**config.mk**
```make
export PLATFORM = sky130hd
export DESIGN_NAME = inst_fetch
export DESIGN_NICKNAME = d
export VERILOG_FILES = /design/src/rtl/inst_fetch.sv
export SDC_FILE = /design/constraint.sdc
export NUM_CORES = 1
export LEC_CHECK = 0
export CAP_MARGIN = 40
export CELL_PAD_IN_SITES_DETAIL_PLACEMENT = 0
export CELL_PAD_IN_SITES_GLOBAL_PLACEMENT = 1
export CORE_MARGIN = 10
export CORE_UTILIZATION = 29
export DETAILED_ROUTE_END_ITERATION = 10
export MAX_ROUTING_LAYER = met4
export PLACE_DENSITY = 0.84
export SLEW_MARGIN = 20
export SYNTH_ARGS = -nofsm -noshare
export SYNTH_HDL_FRONTEND = slang
export SYNTH_SLANG_ARGS = --single-unit
```
**constraint.sdc**
```tcl
create_clock -name clock -period 1.87 [get_ports clock]
set_input_delay 0.374 -clock clock [delete_from_list [all_inputs] [get_ports clock]]
set_output_delay 0.374 -clock clock [all_outputs]
set_load 0.005 [all_outputs]
```
**src/rtl/inst_fetch.sv**
```systemverilog
// MIPS instruction-fetch stage: owns the PC, drives the instruction ROM and fills the IF/ID register.
// Optional build macro BRANCH_DELAY_SLOT_EN keeps the fall-through word on a taken branch (delay slot).
module inst_fetch #(
    parameter logic [31:0] RESET_PC = 32'h0000_0000
) (
    input  logic        clock,
    input  logic        reset_n,
    input  logic        stall,
    input  logic        flush,
    input  logic [31:0] flush_pc,
    input  logic        branch_taken,
    input  logic [31:0] branch_target,
    output logic        rom_chip_enable,
    output logic [31:0] rom_addr,
    input  logic [31:0] rom_instruction,
    output logic [31:0] id_pc,
    output logic [31:0] id_instruction,
    output logic        id_valid
);

    logic [31:0] pc;
    logic        fetch_en;
    logic [31:0] id_pc_r;
    logic [31:0] id_instr_r;
    logic        id_valid_r;

    logic [31:0] pc_next;
    logic        fetch_en_next;
    logic [31:0] id_pc_next;
    logic [31:0] id_instr_next;
    logic        id_valid_next;

    // Redirect addresses are forced onto a word boundary.
    function automatic logic [31:0] word_align(input logic [31:0] addr);
        return {addr[31:2], 2'b00};
    endfunction

    always_comb begin
        pc_next       = pc;
        fetch_en_next = 1'b1;
        id_pc_next    = id_pc_r;
        id_instr_next = id_instr_r;
        id_valid_next = id_valid_r;

        if (!fetch_en) begin
            pc_next       = RESET_PC;
            id_pc_next    = 32'h0;
            id_instr_next = 32'h0;
            id_valid_next = 1'b0;
        end else if (flush) begin
            pc_next       = word_align(flush_pc);
            id_pc_next    = 32'h0;
            id_instr_next = 32'h0;
            id_valid_next = 1'b0;
        end else if (stall) begin
            // ID keeps presenting any pending branch, so it is safe to ignore it here.
            pc_next = pc;
        end else if (branch_taken) begin
            pc_next = word_align(branch_target);
`ifdef BRANCH_DELAY_SLOT_EN
            id_pc_next    = pc;
            id_instr_next = rom_instruction;
            id_valid_next = 1'b1;
`else
            id_pc_next    = 32'h0;
            id_instr_next = 32'h0;
            id_valid_next = 1'b0;
`endif
        end else begin
            pc_next       = pc + 32'd4;
            id_pc_next    = pc;
            id_instr_next = rom_instruction;
            id_valid_next = 1'b1;
        end
    end

    always_ff @(posedge clock or negedge reset_n) begin
        if (!reset_n) begin
            pc         <= RESET_PC;
            fetch_en   <= 1'b0;
            id_pc_r    <= 32'h0;
            id_instr_r <= 32'h0;
            id_valid_r <= 1'b0;
        end else begin
            pc         <= pc_next;
            fetch_en   <= fetch_en_next;
            id_pc_r    <= id_pc_next;
            id_instr_r <= id_instr_next;
            id_valid_r <= id_valid_next;
        end
    end

    assign rom_addr        = pc;
    assign rom_chip_enable = fetch_en;
    assign id_pc           = id_pc_r;
    assign id_instruction  = id_instr_r;
    assign id_valid        = id_valid_r;

endmodule

```
# [Yosys cells after proc, flatten, opt, wreduce, memory -nomap -nowiden]
# Index checks and enable logic that the tools add are counted.
[totals] n_memories=0 latchBits=0 wordCells=23 mem_bits_rw=0 regBits=98 in_bits=101 out_inout_bits=98 rom_bits=0
[op_classes] n_addsub=1 reduce_logical=0 shifts=0 div=0 mux=16 n_eq_ne=1 order_cmp=0 mul=0 bitwise=0
[ops] cell="$mux W32" n=12
[ops] cell="$add A32 B3 Y32 const B" n=1
[ops] cell="$mux W1" n=4
[ops] cell="$ne A3 B3 Y1 const B" n=1

# [Logic depth before layout (Yosys ltp)]
[depth] word_depth=5 depth_mapped=7 ltp_nobuf=6

# [Worst setup path after synthesis]
# Ideal clock, no wire load.
[synth_path] path_kind="register -> register" from="register pc[16], in the netlist rom_addr[16]" to="register pc[26], in the netlist rom_addr[26]" setup_time_ns=0.065 slack_ns=-0.004 synth_period_minus_slack_ns=1.874 arrival_ns=1.808 t_required_ns=1.805 n_path_buf=1 path_stages_with_launch=7 cell_sequence="dfrtp_1 buf_2 nand4_1 or3_1 or4_1 a21boi_1 o22a_1"
[synth_between] elab_chain_cells=5
[synth_lines] element="from (decl)" line="21" text="logic [31:0] pc;"
[synth_lines] element="from (signal assigned)" line="85" text="pc <= pc_next;"
[synth_lines] element="$add A32 B3 Y32" line="70" text="pc_next = pc + 32'd4;"
[synth_lines] element="$mux W32" line="58" text="end else if (branch_taken) begin"
[synth_lines] element="$mux W32" line="55" text="end else if (stall) begin"
[synth_lines] element="$mux W32" line="50" text="end else if (flush) begin"
[synth_lines] element="$mux W32" line="45" text="if (!fetch_en) begin"
# No other way between the ends. The select of a mux whose other input is x is not followed.
# A chain may end at the register's enable or synchronous reset.

# [Worst setup path in the final report]
[layout_path] from="register pc[11], in the netlist rom_addr[11]" to="output port rom_addr[11]"
[layout_lines] element="to (decl)" line="14" text="output logic [31:0] rom_addr,"
# No word-level cell between the ends.

==> impl_metrics.tcl <==
set metrics [dict create \
    n_antenna_cell 0 \
    rows 46 \
    gp_congestion 0.919 \
    grt_max_degree 96 \
    post-route-min-period_ns 1.85 \
    synth-seq-area-share_pct 50.0 \
    ys_top_cells_by_area "dfrtp_1 (50%), a22o_1 (11%), nand2_1 (3.3%), o21ai_0 (3.2%), a21oi_1 (2.2%)" \
    first_pass_iters 5 \
    ir_drop_uv 451 \
    globalRouteOverflowTotal 0 \
    clk_latency_ns 0.35 \
    cp.arrival_ns 1.48 \
    netlist_instances 477 \
    seq_area_sq_um 2380 \
    dieWidth_um 148 \
    ys_ff_latch 95 \
    vias 5082 \
    finalPower_mw 5.11 \
    crit_slowest_cell "clkdlybuf4s50_1" \
    period_share_pct 99.1 \
    track_usage_pct 18.5 \
    cts_tree "done" \
    ys_warn_count 0 \
    n_fill_cell 1487 \
    via_per_inst 5.25 \
    dp.cells 941 \
    core-area_sq_um 15900 \
    rr_startpoint "rom_addr[2]$_DFFE_PN0P_" \
    grt_pass1_vias 5312 \
    worst-setup-path-type "flip-flop to output port" \
    start_util_pct 29.8 \
    min_path_type "input pin to async pin" \
    avgRoutedWirePerCell_um 21.1 \
    netlist_area_sq_um 4750 \
    numCtsBuffers 9 \
    finalSetupViolCount 0 \
    tightestPinTransition_ns 0.549 \
    cp-start-kind "flip-flop" \
    relSlewSlack_pct 63.4 \
    die_area_sq_um 21900 \
    path_cells "buf_4 > clkdlybuf4s50_1" \
    synth_edf_count 0 \
    postSynth.asyncResetShare_pct 100 \
    ioPinCount 199 \
    detail-route-antenna-nets 0 \
    final_max_slew_viol_count 0 \
    avgSynthCellArea_sq_um 9.96 \
    cts.htree.levels 3 \
    grt_pass1_wl_mm 31.1 \
    finalNonFillerCells 968 \
    leakagePower_nw 3.50 \
    required_ns 1.50 \
    p_per_area_nw_per_um2 638 \
    die_h_um 148 \
    fin_skew_ns 0.00753 \
    portBuffers 192 \
    dpl.hpwl_mm 15.8 \
    cts.sinks 95 \
    root_buffer "clkbuf_16" \
    synth_top_area_cell "dfrtp_1" \
    fin_ws_ns 0.0174 \
    fmax_mhz 540 \
    synthFlopType "dfrtp_1" \
    fin_nets 849 \
    dpl_cell_area_sq_um 7560 \
    crit_fanout 6 \
    drt_iter0_drc 337 \
    worstSetupStartpoint "rom_addr[11]$_DFFE_PN0P_" \
    grt_antenna_before_repair 0 \
    synth_top_area_share_pct 50.0 \
    crit_path_end_kind "output port" \
    dp_worst_setup_slack_ns -0.238 \
    cap_violations 0 \
    grt_setup_unrepaired "yes" \
    most-common-layout-cells "clkdlybuf4s50_1 (188), buf_4 (100), dfrtp_1 (92)" \
    critPathMaxStageDelay_ns 0.52 \
    cts.path.max_buffers 2 \
    outcome "completed" \
    clk_pin_slew_ns 0.07 \
    syn2layout_area_growth_pct 68.9 \
    final_layout_size_suffix_gt1_share_pct 18.9 \
    hold_violations 0 \
    synth.distinct_cells 56 \
    routed_wl_mm 20.4 \
    final_area_sq_um 8020 \
    final_common_cell "clkdlybuf4s50_1" \
    tns_ns 0 \
    multi_input_area_sq_um 2260 \
    drc 0 \
]
## where the power goes
group          leakage (nW)  internal, mW  total, mW  switching (mW)
Combinational          2.08         0.560       1.01           0.447
Sequential             1.29          2.13       2.20          0.0705
Clock                 0.139          1.08       1.91           0.828
## Yosys cell counts (5+ instances only)
cell type / n
o21ai_0: 30
nor3_1: 14
dfrtp_1: 95
and3_1: 6
nor4_1: 6
a22oi_1: 7
nand2_1: 42
o21a_1: 8
a211oi_1: 6
inv_1: 8
nand4_1: 6
clkbuf_1: 24
o31ai_1: 8
a31oi_1: 5
buf_1: 7
a22o_1: 59
nor2_1: 22
a21oi_1: 21
and2_1: 5
nand3_1: 16
o22ai_1: 5
and4_1: 5
## state kept, by name (all words and copies together), names as in the netlist
name	cells
id_valid	1
rom_addr	30
id_pc	31
id_instruction	32
rom_chip_enable	1
## layout make-up
class | instances | area share, %
repair buffers | 297 | 34.6
flip-flops and latches | 95 | 29.7
multi-input cells | 335 | 28.2
well taps | 216 | 3.37
clock buffers | 12 | 3.07
clock inverters | 4 | 0.671
inverters | 9 | 0.421
## per-stage QoR
stage / util, % / hold WS (ns)
after floorplan: - / 0.0784
after global placement: 47.4 / 0.457
after detailed placement: 47.4 / 0.470
after CTS: 49.4 / 0.104
after global routing: 50.3 / 0.121
final: 50.3 / 0.0630
## repair_timing
action / 4_1_cts / 5_1_grt
setup endpoints to repair: 2 / 13
cloned: 0 / 0
resized for setup: 4 / 18
hold buffers: 0 / 0
buffers inserted: 2 / 9
pin swaps: 0 / 7
## worst max-delay path: cells and delay by family (launching register included)
| family | cells | cell delay, ns |
|---|---|---|
| buffers and inverters | 2 | 0.72 |
| flip-flops | 1 | 0.41 |
## cell families after synthesis
family	after synthesis	share of synthesized area [%]
compound gates	176	27.3
xor+xnor	5	0.922
fa+ha+maj	1	0.263
buf+inv	48	4.16
flops	95	50.0
mux	6	1.32
other cells	2	0.158
simple gates	144	15.9
## routing by layer
metal  GRT usage (%)  vias up  share of wire (%)
met4            5.20        0               0.98
met1            24.3     2480                 46
met3            3.82       23                6.6
met2            28.3      231                 46
li1                -     2348                  -
met5               -        -                  0
## final timing paths
check                      cells after the start                       endpoint  slack, ns
setup / recovery                               2                   rom_addr[11]       0.02
hold / removal                                 2  id_instruction[4]$_DFFE_PN0P_       0.06
setup reg to reg                               6       rom_addr[26]$_DFFE_PN0P_       0.03
hold reg to reg                                2           id_pc[6]$_DFFE_PN0P_       0.48
max in group asynchronous                      2       rom_addr[10]$_DFFE_PN0P_       1.34
min in group clock                             2           id_pc[6]$_DFFE_PN0P_       0.48
Power figures use the tool's default switching activity.
